==> config.mk <==
export PLATFORM = sky130hd
export DESIGN_NAME = hazard_ctrl_flat
export DESIGN_NICKNAME = d
export VERILOG_FILES = /design/src/rtl/hazard_pkg.sv /design/src/rtl/hazard_ctrl_if.sv /design/src/rtl/fpu_busy_fsm.sv /design/src/rtl/hazard_ctrl.sv /design/src/flat_wrapper.sv
export SDC_FILE = /design/constraint.sdc
export NUM_CORES = 1
export LEC_CHECK = 0
export CORE_MARGIN = 5
export CORE_UTILIZATION = 35
export CTS_CLUSTER_SIZE = 28
export DETAILED_ROUTE_END_ITERATION = 8
export GPL_TIMING_DRIVEN = 0
export PLACE_DENSITY = 0.68
export SLEW_MARGIN = 20
export SYNTH_ARGS = -nofsm -noshare
export SYNTH_HDL_FRONTEND = slang
export SYNTH_SLANG_ARGS = --single-unit
==> constraint.sdc <==
create_clock -name clk -period 5.2 [get_ports clk]
set_clock_uncertainty 0.15 [all_clocks]
set_input_delay 1.04 -clock clk [delete_from_list [all_inputs] [get_ports clk]]
set_output_delay 1.04 -clock clk [all_outputs]
set_load 0.1 [all_outputs]
==> src/rtl/hazard_pkg.sv <==
// Shared encodings for the pipeline hazard controller and the FPU decoder.
// Latency: n/a (types and constants only).
// Backpressure: n/a.
package hazard_pkg;

    // FPU sequencer states
    typedef enum logic [1:0] {
        IDLE = 2'd0,
        BUSY = 2'd1,
        DONE = 2'd2
    } fsm_state_e;

    // Long-latency FPU opcodes, shared with the FPU decoder
    localparam logic [4:0] FPU_OP_DIV  = 5'd3;
    localparam logic [4:0] FPU_OP_SQRT = 5'd4;

    // Total EX residency of a long FPU op, in cycles (legal 3..255)
    localparam int FPU_LONG_LAT = 8;

endpackage

==> src/rtl/hazard_ctrl_if.sv <==
// Bundle of pipeline-side signals seen by the hazard controller.
// Latency: n/a (wiring only).
// Backpressure: n/a; stall/flush outputs are the pipeline's backpressure.
// master: pipeline stages (drive indices/flags, consume stalls/flushes).
// slave : hazard_ctrl.
interface hazard_ctrl_if #(
    parameter int REGFILE_LEN     = 6,
    parameter int FPU_OP_WIDTH    = 5,
    parameter int STALL_CNT_WIDTH = 32
);
    logic [REGFILE_LEN-1:0]     id_rs1;
    logic [REGFILE_LEN-1:0]     id_rs2;
    logic [REGFILE_LEN-1:0]     ex_rd;
    logic                       ex_mem_read;
    logic                       ex_alu_fpu;
    logic [FPU_OP_WIDTH-1:0]    ex_fpu_op;
    logic                       imm_pc;
    logic                       pc_stall;
    logic                       if_id_stall;
    logic                       id_ex_stall;
    logic                       if_id_flush;
    logic                       id_ex_flush;
    logic                       pc_redirect;
    logic                       fpu_busy;
    logic [STALL_CNT_WIDTH-1:0] stall_cycles;

    modport master (
        output id_rs1, id_rs2, ex_rd, ex_mem_read, ex_alu_fpu, ex_fpu_op, imm_pc,
        input  pc_stall, if_id_stall, id_ex_stall, if_id_flush, id_ex_flush,
               pc_redirect, fpu_busy, stall_cycles
    );

    modport slave (
        input  id_rs1, id_rs2, ex_rd, ex_mem_read, ex_alu_fpu, ex_fpu_op, imm_pc,
        output pc_stall, if_id_stall, id_ex_stall, if_id_flush, id_ex_flush,
               pc_redirect, fpu_busy, stall_cycles
    );
endinterface

==> src/rtl/fpu_busy_fsm.sv <==
// Tracks EX residency of a long FPU op (divide/sqrt): IDLE -> BUSY -> DONE.
// Latency: fpu_busy_o is combinational on the trigger cycle, then held LONG_LAT-1 cycles total.
// Backpressure: none accepted; the caller turns fpu_busy_o into pipeline stalls.
// Ports: clk, rst (sync, active-high), long_op_i, fpu_busy_o, in_done_o.
module fpu_busy_fsm #(
    parameter int LONG_LAT = 8
) (
    input  logic clk,
    input  logic rst,
    input  logic long_op_i,
    output logic fpu_busy_o,
    output logic in_done_o
);
    import hazard_pkg::*;

    // BUSY lasts LONG_LAT-2 cycles: counts CNT_INIT down to 0 inclusive
    localparam logic [7:0] CNT_INIT = 8'(LONG_LAT - 3);

    fsm_state_e state_q, state_d;
    logic [7:0] cnt_q, cnt_d;

    always_ff @(posedge clk) begin
        if (rst) begin
            state_q <= IDLE;
            cnt_q   <= 8'd0;
        end else begin
            state_q <= state_d;
            cnt_q   <= cnt_d;
        end
    end

    always_comb begin
        state_d = state_q;
        cnt_d   = cnt_q;
        case (state_q)
            IDLE: begin
                if (long_op_i) begin
                    state_d = BUSY;
                    cnt_d   = CNT_INIT;
                end
            end
            BUSY: begin
                if (cnt_q == 8'd0) begin
                    state_d = DONE;
                end else begin
                    cnt_d = cnt_q - 8'd1;
                end
            end
            // Same instruction still in EX, so long_op is not re-examined here
            DONE:    state_d = IDLE;
            default: state_d = IDLE;
        endcase
    end

    always_comb begin
        fpu_busy_o = ((state_q == IDLE) && long_op_i) || (state_q == BUSY);
        in_done_o  = (state_q == DONE);
    end

endmodule

==> src/rtl/hazard_ctrl.sv <==
// Pipeline sequencing: load-use bubble, long-FPU front-end freeze, redirect qualification.
// Latency: all stall/flush/redirect outputs are combinational from FSM state plus inputs.
// Backpressure: stall wins over redirect; a held jump re-presents imm_pc after release.
// Ports: clk, rst (sync, active-high), bus (hazard_ctrl_if.slave): ID/EX indices and
//        flags in; PC/IF-ID/ID-EX stalls, flushes, pc_redirect, fpu_busy, stall_cycles out.
module hazard_ctrl #(
    parameter int REGFILE_LEN     = 6,
    parameter int FPU_OP_WIDTH    = 5,
    parameter int FPU_LONG_LAT    = hazard_pkg::FPU_LONG_LAT,
    parameter int STALL_CNT_WIDTH = 32
) (
    input  logic          clk,
    input  logic          rst,
    hazard_ctrl_if.slave  bus
);
    import hazard_pkg::*;

    logic [REGFILE_LEN-1:0]     rs1, rs2, rd;
    logic                       long_op;
    logic                       lu_hazard;
    logic                       lu_act;
    logic                       fsm_busy;
    logic                       in_done;
    logic                       pc_stall;
    logic [STALL_CNT_WIDTH-1:0] stall_cycles_q, stall_cycles_d;

    assign rs1 = bus.id_rs1;
    assign rs2 = bus.id_rs2;
    assign rd  = bus.ex_rd;

    assign long_op = bus.ex_alu_fpu &&
                     ((bus.ex_fpu_op == FPU_OP_WIDTH'(FPU_OP_DIV)) ||
                      (bus.ex_fpu_op == FPU_OP_WIDTH'(FPU_OP_SQRT)));

    // Full index compare: FP loads (32..63) hazard FP sources; only x0 is exempt
    assign lu_hazard = bus.ex_mem_read && (rd != '0) && ((rd == rs1) || (rd == rs2));

    fpu_busy_fsm #(
        .LONG_LAT (FPU_LONG_LAT)
    ) u_fpu_busy_fsm (
        .clk        (clk),
        .rst        (rst),
        .long_op_i  (long_op),
        .fpu_busy_o (fsm_busy),
        .in_done_o  (in_done)
    );

    // The FPU freeze masks the load-use check (long_op wins, BUSY ignores it);
    // in DONE the EX op is retiring, so the comparator is live again.
    assign lu_act = lu_hazard && (in_done || !fsm_busy);

    assign pc_stall        = !rst && (fsm_busy || lu_act);
    assign bus.pc_stall    = pc_stall;
    assign bus.if_id_stall = pc_stall;
    assign bus.id_ex_stall = !rst && fsm_busy;
    assign bus.id_ex_flush = !rst && lu_act;
    assign bus.fpu_busy    = !rst && fsm_busy;

    // A stalled jump stays in ID and re-asserts imm_pc, so qualifying here
    // neither drops nor duplicates the redirect.
    assign bus.pc_redirect = !rst && bus.imm_pc && !pc_stall;
    assign bus.if_id_flush = !rst && bus.imm_pc && !pc_stall;

    // Saturating count of PC-stall cycles
    always_comb begin
        stall_cycles_d = stall_cycles_q;
        if (pc_stall && (stall_cycles_q != '1)) begin
            stall_cycles_d = stall_cycles_q + STALL_CNT_WIDTH'(1);
        end
    end

    always_ff @(posedge clk) begin
        if (rst) begin
            stall_cycles_q <= '0;
        end else begin
            stall_cycles_q <= stall_cycles_d;
        end
    end

    assign bus.stall_cycles = stall_cycles_q;

endmodule
==> src/flat_wrapper.sv <==
// flat-port wrapper written by rule: the top's interface ports become plain ports
module hazard_ctrl_flat import hazard_pkg::*;
#(
    parameter int REGFILE_LEN     = 6,
    parameter int FPU_OP_WIDTH    = 5,
    parameter int FPU_LONG_LAT    = hazard_pkg::FPU_LONG_LAT,
    parameter int STALL_CNT_WIDTH = 32
)
  (clk, rst, bus_id_rs1, bus_id_rs2, bus_ex_rd, bus_ex_mem_read, bus_ex_alu_fpu, bus_ex_fpu_op, bus_imm_pc, bus_pc_stall, bus_if_id_stall, bus_id_ex_stall, bus_if_id_flush, bus_id_ex_flush, bus_pc_redirect, bus_fpu_busy, bus_stall_cycles);
  hazard_ctrl_if #(.REGFILE_LEN(REGFILE_LEN), .FPU_OP_WIDTH(FPU_OP_WIDTH), .STALL_CNT_WIDTH(STALL_CNT_WIDTH)) bus_i ();
  input  logic clk;
  input  logic rst;
  input wire logic [$bits(bus_i.id_rs1)-1:0] bus_id_rs1;
  input wire logic [$bits(bus_i.id_rs2)-1:0] bus_id_rs2;
  input wire logic [$bits(bus_i.ex_rd)-1:0] bus_ex_rd;
  input wire logic [$bits(bus_i.ex_mem_read)-1:0] bus_ex_mem_read;
  input wire logic [$bits(bus_i.ex_alu_fpu)-1:0] bus_ex_alu_fpu;
  input wire logic [$bits(bus_i.ex_fpu_op)-1:0] bus_ex_fpu_op;
  input wire logic [$bits(bus_i.imm_pc)-1:0] bus_imm_pc;
  output wire logic [$bits(bus_i.pc_stall)-1:0] bus_pc_stall;
  output wire logic [$bits(bus_i.if_id_stall)-1:0] bus_if_id_stall;
  output wire logic [$bits(bus_i.id_ex_stall)-1:0] bus_id_ex_stall;
  output wire logic [$bits(bus_i.if_id_flush)-1:0] bus_if_id_flush;
  output wire logic [$bits(bus_i.id_ex_flush)-1:0] bus_id_ex_flush;
  output wire logic [$bits(bus_i.pc_redirect)-1:0] bus_pc_redirect;
  output wire logic [$bits(bus_i.fpu_busy)-1:0] bus_fpu_busy;
  output wire logic [$bits(bus_i.stall_cycles)-1:0] bus_stall_cycles;
  assign bus_i.id_rs1 = bus_id_rs1;
  assign bus_i.id_rs2 = bus_id_rs2;
  assign bus_i.ex_rd = bus_ex_rd;
  assign bus_i.ex_mem_read = bus_ex_mem_read;
  assign bus_i.ex_alu_fpu = bus_ex_alu_fpu;
  assign bus_i.ex_fpu_op = bus_ex_fpu_op;
  assign bus_i.imm_pc = bus_imm_pc;
  assign bus_pc_stall = bus_i.pc_stall;
  assign bus_if_id_stall = bus_i.if_id_stall;
  assign bus_id_ex_stall = bus_i.id_ex_stall;
  assign bus_if_id_flush = bus_i.if_id_flush;
  assign bus_id_ex_flush = bus_i.id_ex_flush;
  assign bus_pc_redirect = bus_i.pc_redirect;
  assign bus_fpu_busy = bus_i.fpu_busy;
  assign bus_stall_cycles = bus_i.stall_cycles;
  hazard_ctrl #(.REGFILE_LEN(REGFILE_LEN), .FPU_OP_WIDTH(FPU_OP_WIDTH), .FPU_LONG_LAT(FPU_LONG_LAT), .STALL_CNT_WIDTH(STALL_CNT_WIDTH)) u_core (.clk(clk), .rst(rst), .bus(bus_i));
endmodule
# Word-level counts from Yosys, hierarchy flattened
# Cells that the tools add are included.
# word_totals
regBits	42
input_bits	28
out_inout_bits	39
wordCells	46
# op_classes
addsub	2
eq_ne	10
muxes	6
n_reduce_logical	25
# ops
op	n
$add A32 B1 Y32 const B	1
$ne A32 B32 Y1 const B	1
$mux W8	2
$pmux W8 S2	1
$eq A6 B6 Y1	2
$logic_and A1 B1 Y1	11
$logic_not A8 Y1	1
$sub A8 B1 Y8 const B	1
$ne A2 B2 Y1 const B	3
$reduce_bool A6 Y1	1
$eq A5 B2 Y1 const B	1
$eq A5 B3 Y1 const B	1
$logic_or A1 B1 Y1	5
$mux W2	2
$pmux W2 S2	1
$logic_not A1 Y1	3
$reduce_and A3 Y1	1
$eq A2 B1 Y1 const B	1
$eq A2 B2 Y1 const B	1
$logic_not A2 Y1	1
$reduce_and A2 Y1	1
$reduce_bool A2 Y1	1

# Depth between registers and ports, before layout
# Gate-level depths: netlist (run 1).
# logic_depth
depth_word	12
depth_mapped	9
depth_no_buf	7

# Cells and area by module
# Synthesis (run 1) repeated with hierarchy kept, for this count alone.
# unflattened
hier_cells	288
area_unflattened_um2	2387.3
# by_module_without_submodules
module	n_inst	cells_each	area_per_inst_um2	seq_area_each_um2
hazard_ctrl	1	229	1856.8	640.6
fpu_busy_fsm	1	59	530.5	200.2

# Worst setup path before layout (run 1)
# OpenSTA, ideal clock, no wires.
# synth_path
kind	input -> output
from	in bus_ex_fpu_op[3]
to	out bus_pc_stall
arrival_ns	3.927
required_time_ns	4.010
slack_ns	0.083
path_stages	7
path_buffers	2
cell_sequence	nor4b_4 -> o21ai_0 -> a21oi_2 -> a21oi_1 -> clkbuf_1 -> inv_1 -> buf_4
# synth_via
elab_chain_len	10
elab_cells_between_ends	11
cone_classes	eq/ne (2); reduce/logical (9)
# synth_rtl
item	line_no	rtl
start, declared	flat_wrapper.sv:18	input wire logic [$bits(bus_i.ex_fpu_op)-1:0] bus_ex_fpu_op;
$eq A5 B2 Y1 or $eq A5 B3 Y1 (tied branches)	hazard_ctrl.sv:32, hazard_ctrl.sv:33	
$logic_or A1 B1 Y1 *	hazard_ctrl.sv:32	((bus.ex_fpu_op == FPU_OP_WIDTH'(FPU_OP_DIV)) ||
$logic_and A1 B1 Y1 *	hazard_ctrl.sv:31	assign long_op = bus.ex_alu_fpu &&
$logic_and A1 B1 Y1 *	fpu_busy_fsm.sv:56	fpu_busy_o = ((state_q == IDLE) && long_op_i) || (state_q == BUSY);
$logic_or A1 B1 Y1 *	fpu_busy_fsm.sv:56	
$logic_not A1 Y1	hazard_ctrl.sv:50	assign lu_act = lu_hazard && (in_done || !fsm_busy);
$logic_or A1 B1 Y1	hazard_ctrl.sv:50	
$logic_and A1 B1 Y1	hazard_ctrl.sv:50	
$logic_or A1 B1 Y1 *	hazard_ctrl.sv:52	assign pc_stall = !rst && (fsm_busy || lu_act);
$logic_and A1 B1 Y1 *	hazard_ctrl.sv:52	
end, declared	flat_wrapper.sv:20	output wire logic [$bits(bus_i.pc_stall)-1:0] bus_pc_stall;
# Every way passes the cells marked *; elsewhere a longest branch is shown, timed or not.

# Final worst setup path (run 1)
# layout_path
from	in bus_ex_rd[1]
to	out bus_pc_stall
# layout_via
elab_chain_len	6
elab_cells_between_ends	9
cone_classes	eq/ne (2); reduce/logical (7)
# layout_rtl
item	line_no	rtl
start, declared	flat_wrapper.sv:15	input wire logic [$bits(bus_i.ex_rd)-1:0] bus_ex_rd;
$eq A6 B6 Y1 or $reduce_bool A6 Y1 (tied branches)	hazard_ctrl.sv:36	assign lu_hazard = bus.ex_mem_read && (rd != '0) && ((rd == rs1) || (rd == rs2));
$logic_or A1 B1 Y1 or $logic_and A1 B1 Y1 (tied branches)	hazard_ctrl.sv:36	
$logic_and A1 B1 Y1 *	hazard_ctrl.sv:36	
$logic_and A1 B1 Y1 *	hazard_ctrl.sv:50	
$logic_or A1 B1 Y1 *	hazard_ctrl.sv:52	
$logic_and A1 B1 Y1 *	hazard_ctrl.sv:52	
# Marks and branches as above.

==> metrics.txt, run 1 <==
Root Driver clkbuf_8; initial drt markers 172; Rows 29; Initial Utilization 0.363; DP HPWL around 4600 um; leak pwr ~1.1 nW; worst slack at placement -791 ps; drt wl/cell between 10 and 15 um; num ports 67; Worst setup SP type input pin; CP Launch Point bus_ex_rd[1]; GRT Util Overall 0.144; Final Wtd Congestion approximately 0.8; worst hold path stage count 2; area occupied by registers between 800 and 900 um^2; initial antenna violation count 0; Fin. Hold Viols 0; status complete, no violations; critical path capture point type output port; R2R depth 7; Area Growth Syn to Fin 36.7%; Final Worst Setup Slack 214 ps; drt pass-1 iters 4; CORE AREA between 6000 and 7000 um^2; final antenna-violating net count 0; crit path time final between 4000 and 5000 ps; Max-slew headroom 0.319; Synth Instances 278; number of synthesized register bits 42; postcts setup bufs 0; WP data required roughly 4000 ps; CTS Sinks 42; Post-CTS Hold Buffers 0; Fmax roughly 0.2 GHz; final core occ 0.496; share of cells above drive strength 1 0.0886; RSZ-0062 raised after global routing false; Hold Crit Start u_core.bus.stall_cycles[24]; crit-path max FO 10; H-tree Lvls 2; TritonCTS clock tree built; MaxCap Viol Count 0; Synth cell types 48; sequential cell area fraction in the yosys report 0.361; Final Total Pwr roughly 660 uW; Yosys warning total 0; FF-to-FF Start u_core.u_fpu_busy_fsm.state_q[1]; vias in the first global route roughly 2,100; commonest cells after routing, fill and taps aside clkdlybuf4s50_1 (61), dfxtp_1 (42), a21oi_1 (28), nand2_1 (18), nand3_1 (18); Placed Area slightly above 3000 um^2; area taken by multi-input logic gates between 1000 and 1500 um^2; max-slew violations 0; worst vdd ir approximately 0.11 mV; die height between 90 and 100 um; Die Span X about 92 um; PortBufs 65; FILL cells 623; design area ~3200 um^2; Overflow after GRT 0; crit path DAT about 3800 ps; PD cells 208 nW/um^2; R2R setup slack 2720 ps; syn_nets approximately 300; # DRC 0; antenna cells 0; largest net degree at the start of global routing 13; # nets final approximately 380; number of buffers created by CTS 5; ratio of routed vias to standard cells 5.42; most common cell after layout, fill and taps aside clkdlybuf4s50_1; syn_area_per_cell 8.38 um^2; Least-Margin Pin Slew approximately 1000 ps; # setup viols final 0; r2r endpoint u_core.bus.stall_cycles[21]; clk_lat worst skew ~290 ps; die area 8380 um^2; Reg clk slew, reported paths 80 ps; first-pass GRT wire length a little over 10,000 um; class of the tightest hold or removal check flip-flop to flip-flop; hold path endpoint u_core.bus.stall_cycles[24]; Syn Std Cell Area ~2300 um^2; WL final 6080 um; DR vias roughly 2,300; hold slack approximately 350 ps; WS Path Type input pin to output port; clk buf depth 2; ratio of final minimum period to clock period 0.959
## registers in the layout (all words and copies together) (netlist names)
name	flops
u_core.u_fpu_busy_fsm.cnt_q	8
u_core.bus.stall_cycles	32
u_core.u_fpu_busy_fsm.state_q	2
## final cells by class
type	instances	share of cell area
tap	77	0.0303
inverter	9	0.0106
buffer	16	0.0377
timing repair buffer	65	0.201
multi-input combinational	211	0.421
clock buffer	6	0.0259
sequential	42	0.264
clock inverter	1	0.00943
## through the flow
stage | setup TNS [ps] | std cells
2_1_floorplan | 0 | 278
3_3_place_gp | -2310 | 420
3_5_place_dp | -2320 | 420
4_1_cts | 0 | 427
5_1_grt | 0 | 427
6_report | 0 | 427
## kinds of logic after synthesis
kind of cell / synth area share
compound gates: 0.196
buf+inv: 0.0656
flops: 0.361
xor+xnor: 0.0677
mux: 0.00860
fa+ha+maj: 0.0161
simple gates: 0.285
## power by group
group	switching (mW)	total [mW]	leakage, nW	internal, mW
sequential	0.00164	0.325	0.338	0.323
combinational	0.0377	0.0730	0.656	0.0353
clock	0.112	0.266	0.0573	0.154
## cell usage after synthesis, drive strengths merged
library cell / count / area, um^2
o41ai: 1 / 8.76
o311ai: 1 / 8.76
nand3: 18 / 90.1
clkbuf: 10 / 60.1
and4: 5 / 45.0
xor2: 3 / 26.3
a31oi: 1 / 6.26
ha: 3 / 37.5
nand4: 7 / 43.8
dfxtp: 42 / 841
a31o: 1 / 8.76
a41oi: 1 / 8.76
and3: 8 / 51.3
o31ai: 13 / 97.6
nor3: 1 / 10.0
nand2: 18 / 67.6
a21o: 1 / 7.51
buf: 6 / 58.8
o211a: 1 / 10.0
mux2i: 2 / 20.0
and2: 2 / 12.5
o311a: 1 / 10.0
nor4: 3 / 18.8
nor2: 17 / 63.8
and3b: 1 / 10.0
nor3b: 1 / 7.51
o22ai: 1 / 6.26
or4: 13 / 97.6
a2111oi: 1 / 10.0
o211ai: 3 / 27.5
inv: 9 / 33.8
or3: 18 / 115
nand2b: 1 / 6.26
o21ai: 17 / 85.1
nor4b: 1 / 23.8
xnor2: 15 / 131
a21oi: 30 / 154
a211oi: 1 / 7.51
## critical path, stage by stage
cell,delay [ps]
clkdlybuf4s50_1,460
or4_1,550
o311a_1,340
a21oi_2,300
clkbuf_2,300
inv_1,80
buf_4,130
dlygate4sd2_1,580
## per-layer routing
| layer | vias up | wire (um) | track usage |
|---|---|---|---|
| li1 | 1179 | - | - |
| met5 | - | 0 | 0 |
| met4 | 0 | 99 | 0.0590 |
| met3 | 10 | 474 | 0.0421 |
| met2 | 80 | 2780 | 0.225 |
| met1 | 1047 | 2730 | 0.187 |
## worst max path at each step
stage / end / slack (ps) / cells after the start
finish: bus_pc_stall / 210 / 8
global route: bus_pc_stall / 90 / 9
CTS: bus_pc_stall / 30 / 8
detailed placement: bus_pc_redirect / -790 / 8
global placement: bus_pc_redirect / -790 / 8
floorplan: bus_pc_stall / 80 / 7
## repair_timing
action	CTS	global route
endpoints found under the hold margin	0	0
pin swaps	0	0
setup endpoints to repair	4	1
gates resized for setup	12	1
(Power assumes the default switching activity.)
==> run 2: changes to the inputs <==
--- a/config.mk
+++ b/config.mk
@@ -11,6 +11,7 @@
 export DETAILED_ROUTE_END_ITERATION = 8
 export GPL_TIMING_DRIVEN = 0
 export PLACE_DENSITY = 0.68
+export REMOVE_ABC_BUFFERS = 1
 export SLEW_MARGIN = 20
 export SYNTH_ARGS = -nofsm -noshare
 export SYNTH_HDL_FRONTEND = slang
==> run 2 against run 1 <==
  * Wire length shrank 5.3%
  * Non-clock buffer count shrank 14
  * Global-route usage shrank 0.69 points
  * Die area is the same
  * Critical path depth shrank 2
  * Register-to-register slack lost 180 ps
  * Cell area shrank 4.1%
  * Worst setup slack gained 120 ps
  * Critical endpoint unchanged
  * Largest cell class unchanged
==> metrics.txt, run 2 (synthesized netlist as in run 1, its figures left out) <==
commonest cells after routing, fill and taps aside clkdlybuf4s50_1 (61), dfxtp_1 (42), a21oi_1 (28), nand2_1 (18), nand3_1 (18); crit path DAT 3670 ps; CP max-delay cell dlygate4sd2_1; die area around 8400 um^2; Reg clk slew, reported paths around 80 ps; Fin. Hold Viols 0; leak pwr between 0.9 and 1 nW; DP HPWL 4190 um; FILL cells 629; dpl cells between 400 and 500; postcts setup bufs 0; CTS Sinks 42; DR vias 2,240; PD cells 194 nW/um^2; Placed Area 2990 um^2; MaxCap Viol Count 0; max FFs per register 32; WP data required between 4000 and 5000 ps; Finished Layout Cells 413; worst path bufs/invs 3; crit-path cells clkdlybuf4s50_1, or4_1, o311a_1, a21oi_2, inv_1, dlygate4sd2_1; antenna cells 0; vias in the first global route 2,053; ratio of final minimum period to clock period 0.936; WL final around 5800 um; Crit path largest cell delay ~620 ps; Fmax between 0.2 and 0.25 GHz; status complete, no violations; first-pass GRT wire length about 9500 um; critical path capture point type output port; CTS resizes 5; die height between 90 and 100 um; Least-Margin Pin Slew a little under 1000 ps; class of the tightest hold or removal check flip-flop to flip-flop; GRT Util Overall 0.137; max-slew violations 0; H-tree Lvls 2; CORE AREA between 6000 and 7000 um^2; Max-slew headroom 0.342; initial antenna violation count 0; TritonCTS clock tree built; num ports 67; number of buffers created by CTS 5; # nets final 367; Overflow after GRT 0; Root Driver clkbuf_8; # setup viols final 0; hold slack about 340 ps; Worst setup SP type input pin; Rows 29; design area ~3100 um^2; RSZ-0062 raised after global routing false; clk_lat worst skew just under 300 ps; Initial Utilization 0.363; largest net degree at the start of global routing 36; share of cells above drive strength 1 0.0595; WS Path Type input pin to output port; drt wl/cell around 14 um; Final Wtd Congestion 0.811; drt pass-1 iters 4; # DRC 0; crit-path max FO 14; PortBufs 66; worst vdd ir about 0.13 mV; Final Total Pwr 593 uW; CP top delay family buffers and inverters; ratio of routed vias to standard cells approximately 5.4; crit path time final just under 5000 ps; Post-CTS Hold Buffers 0; initial drt markers about 140; Die Span X ~92 um; Area Growth Syn to Fin 31.1%; most common cell after layout, fill and taps aside clkdlybuf4s50_1; clk buf depth 2; final antenna-violating net count 0
## run 2: where the power goes
part           total, mW  leakage [nW]  internal [mW]  switching, mW
clock network      0.200        0.0383         0.0926          0.107
logic             0.0689         0.598         0.0318         0.0371
registers          0.325         0.338          0.323        0.00169
total              0.593         0.975          0.447          0.146
## run 2: cell type report
class                   instances  area, um^2  share of cell area
multi-input cells             211        1350               0.441
clock buffers                   7        76.3              0.0250
well taps                      77        96.3              0.0316
inverters                       9        33.8              0.0111
flip-flops and latches         42         841               0.275
repair buffers                 67         658               0.216
## run 2: stage by stage
stage	setup TNS [ps]	util	setup WS [ps]
detailed placement	-2130	0.465	-666
floorplan	-3630	-	-1050
global route	0	0.475	237
finish	0	0.475	335
CTS	-87.5	0.477	-43.9
global placement	-5380	0.462	-1390
## run 2: worst register-to-register path: stages (launching register included)
cell,delay (ps)
dfxtp_1,340
nor4b_4,320
o21ai_0,200
a21oi_2,360
o211ai_4,310
buf_8,260
or4_1,480
a21oi_1,160
## run 2: final timing paths
kind	endpoint	slack, ps	cells past startpoint	from
min	u_core.bus.stall_cycles[24]	340	2	u_core.bus.stall_cycles[24]
min reg2reg	u_core.bus.stall_cycles[24]	340	2	u_core.bus.stall_cycles[24]
max	bus_pc_stall	340	6	bus_ex_rd[1]
max reg2reg	u_core.bus.stall_cycles[28]	2540	7	u_core.u_fpu_busy_fsm.state_q[1]
## run 2: routing by layer
layer	vias to the layer above	routed length (um)	global-route usage
met5	-	0	0
met4	0	75	0.0477
met3	9	254	0.0380
met2	43	2720	0.226
met1	1033	2710	0.172
li1	1155	-	-
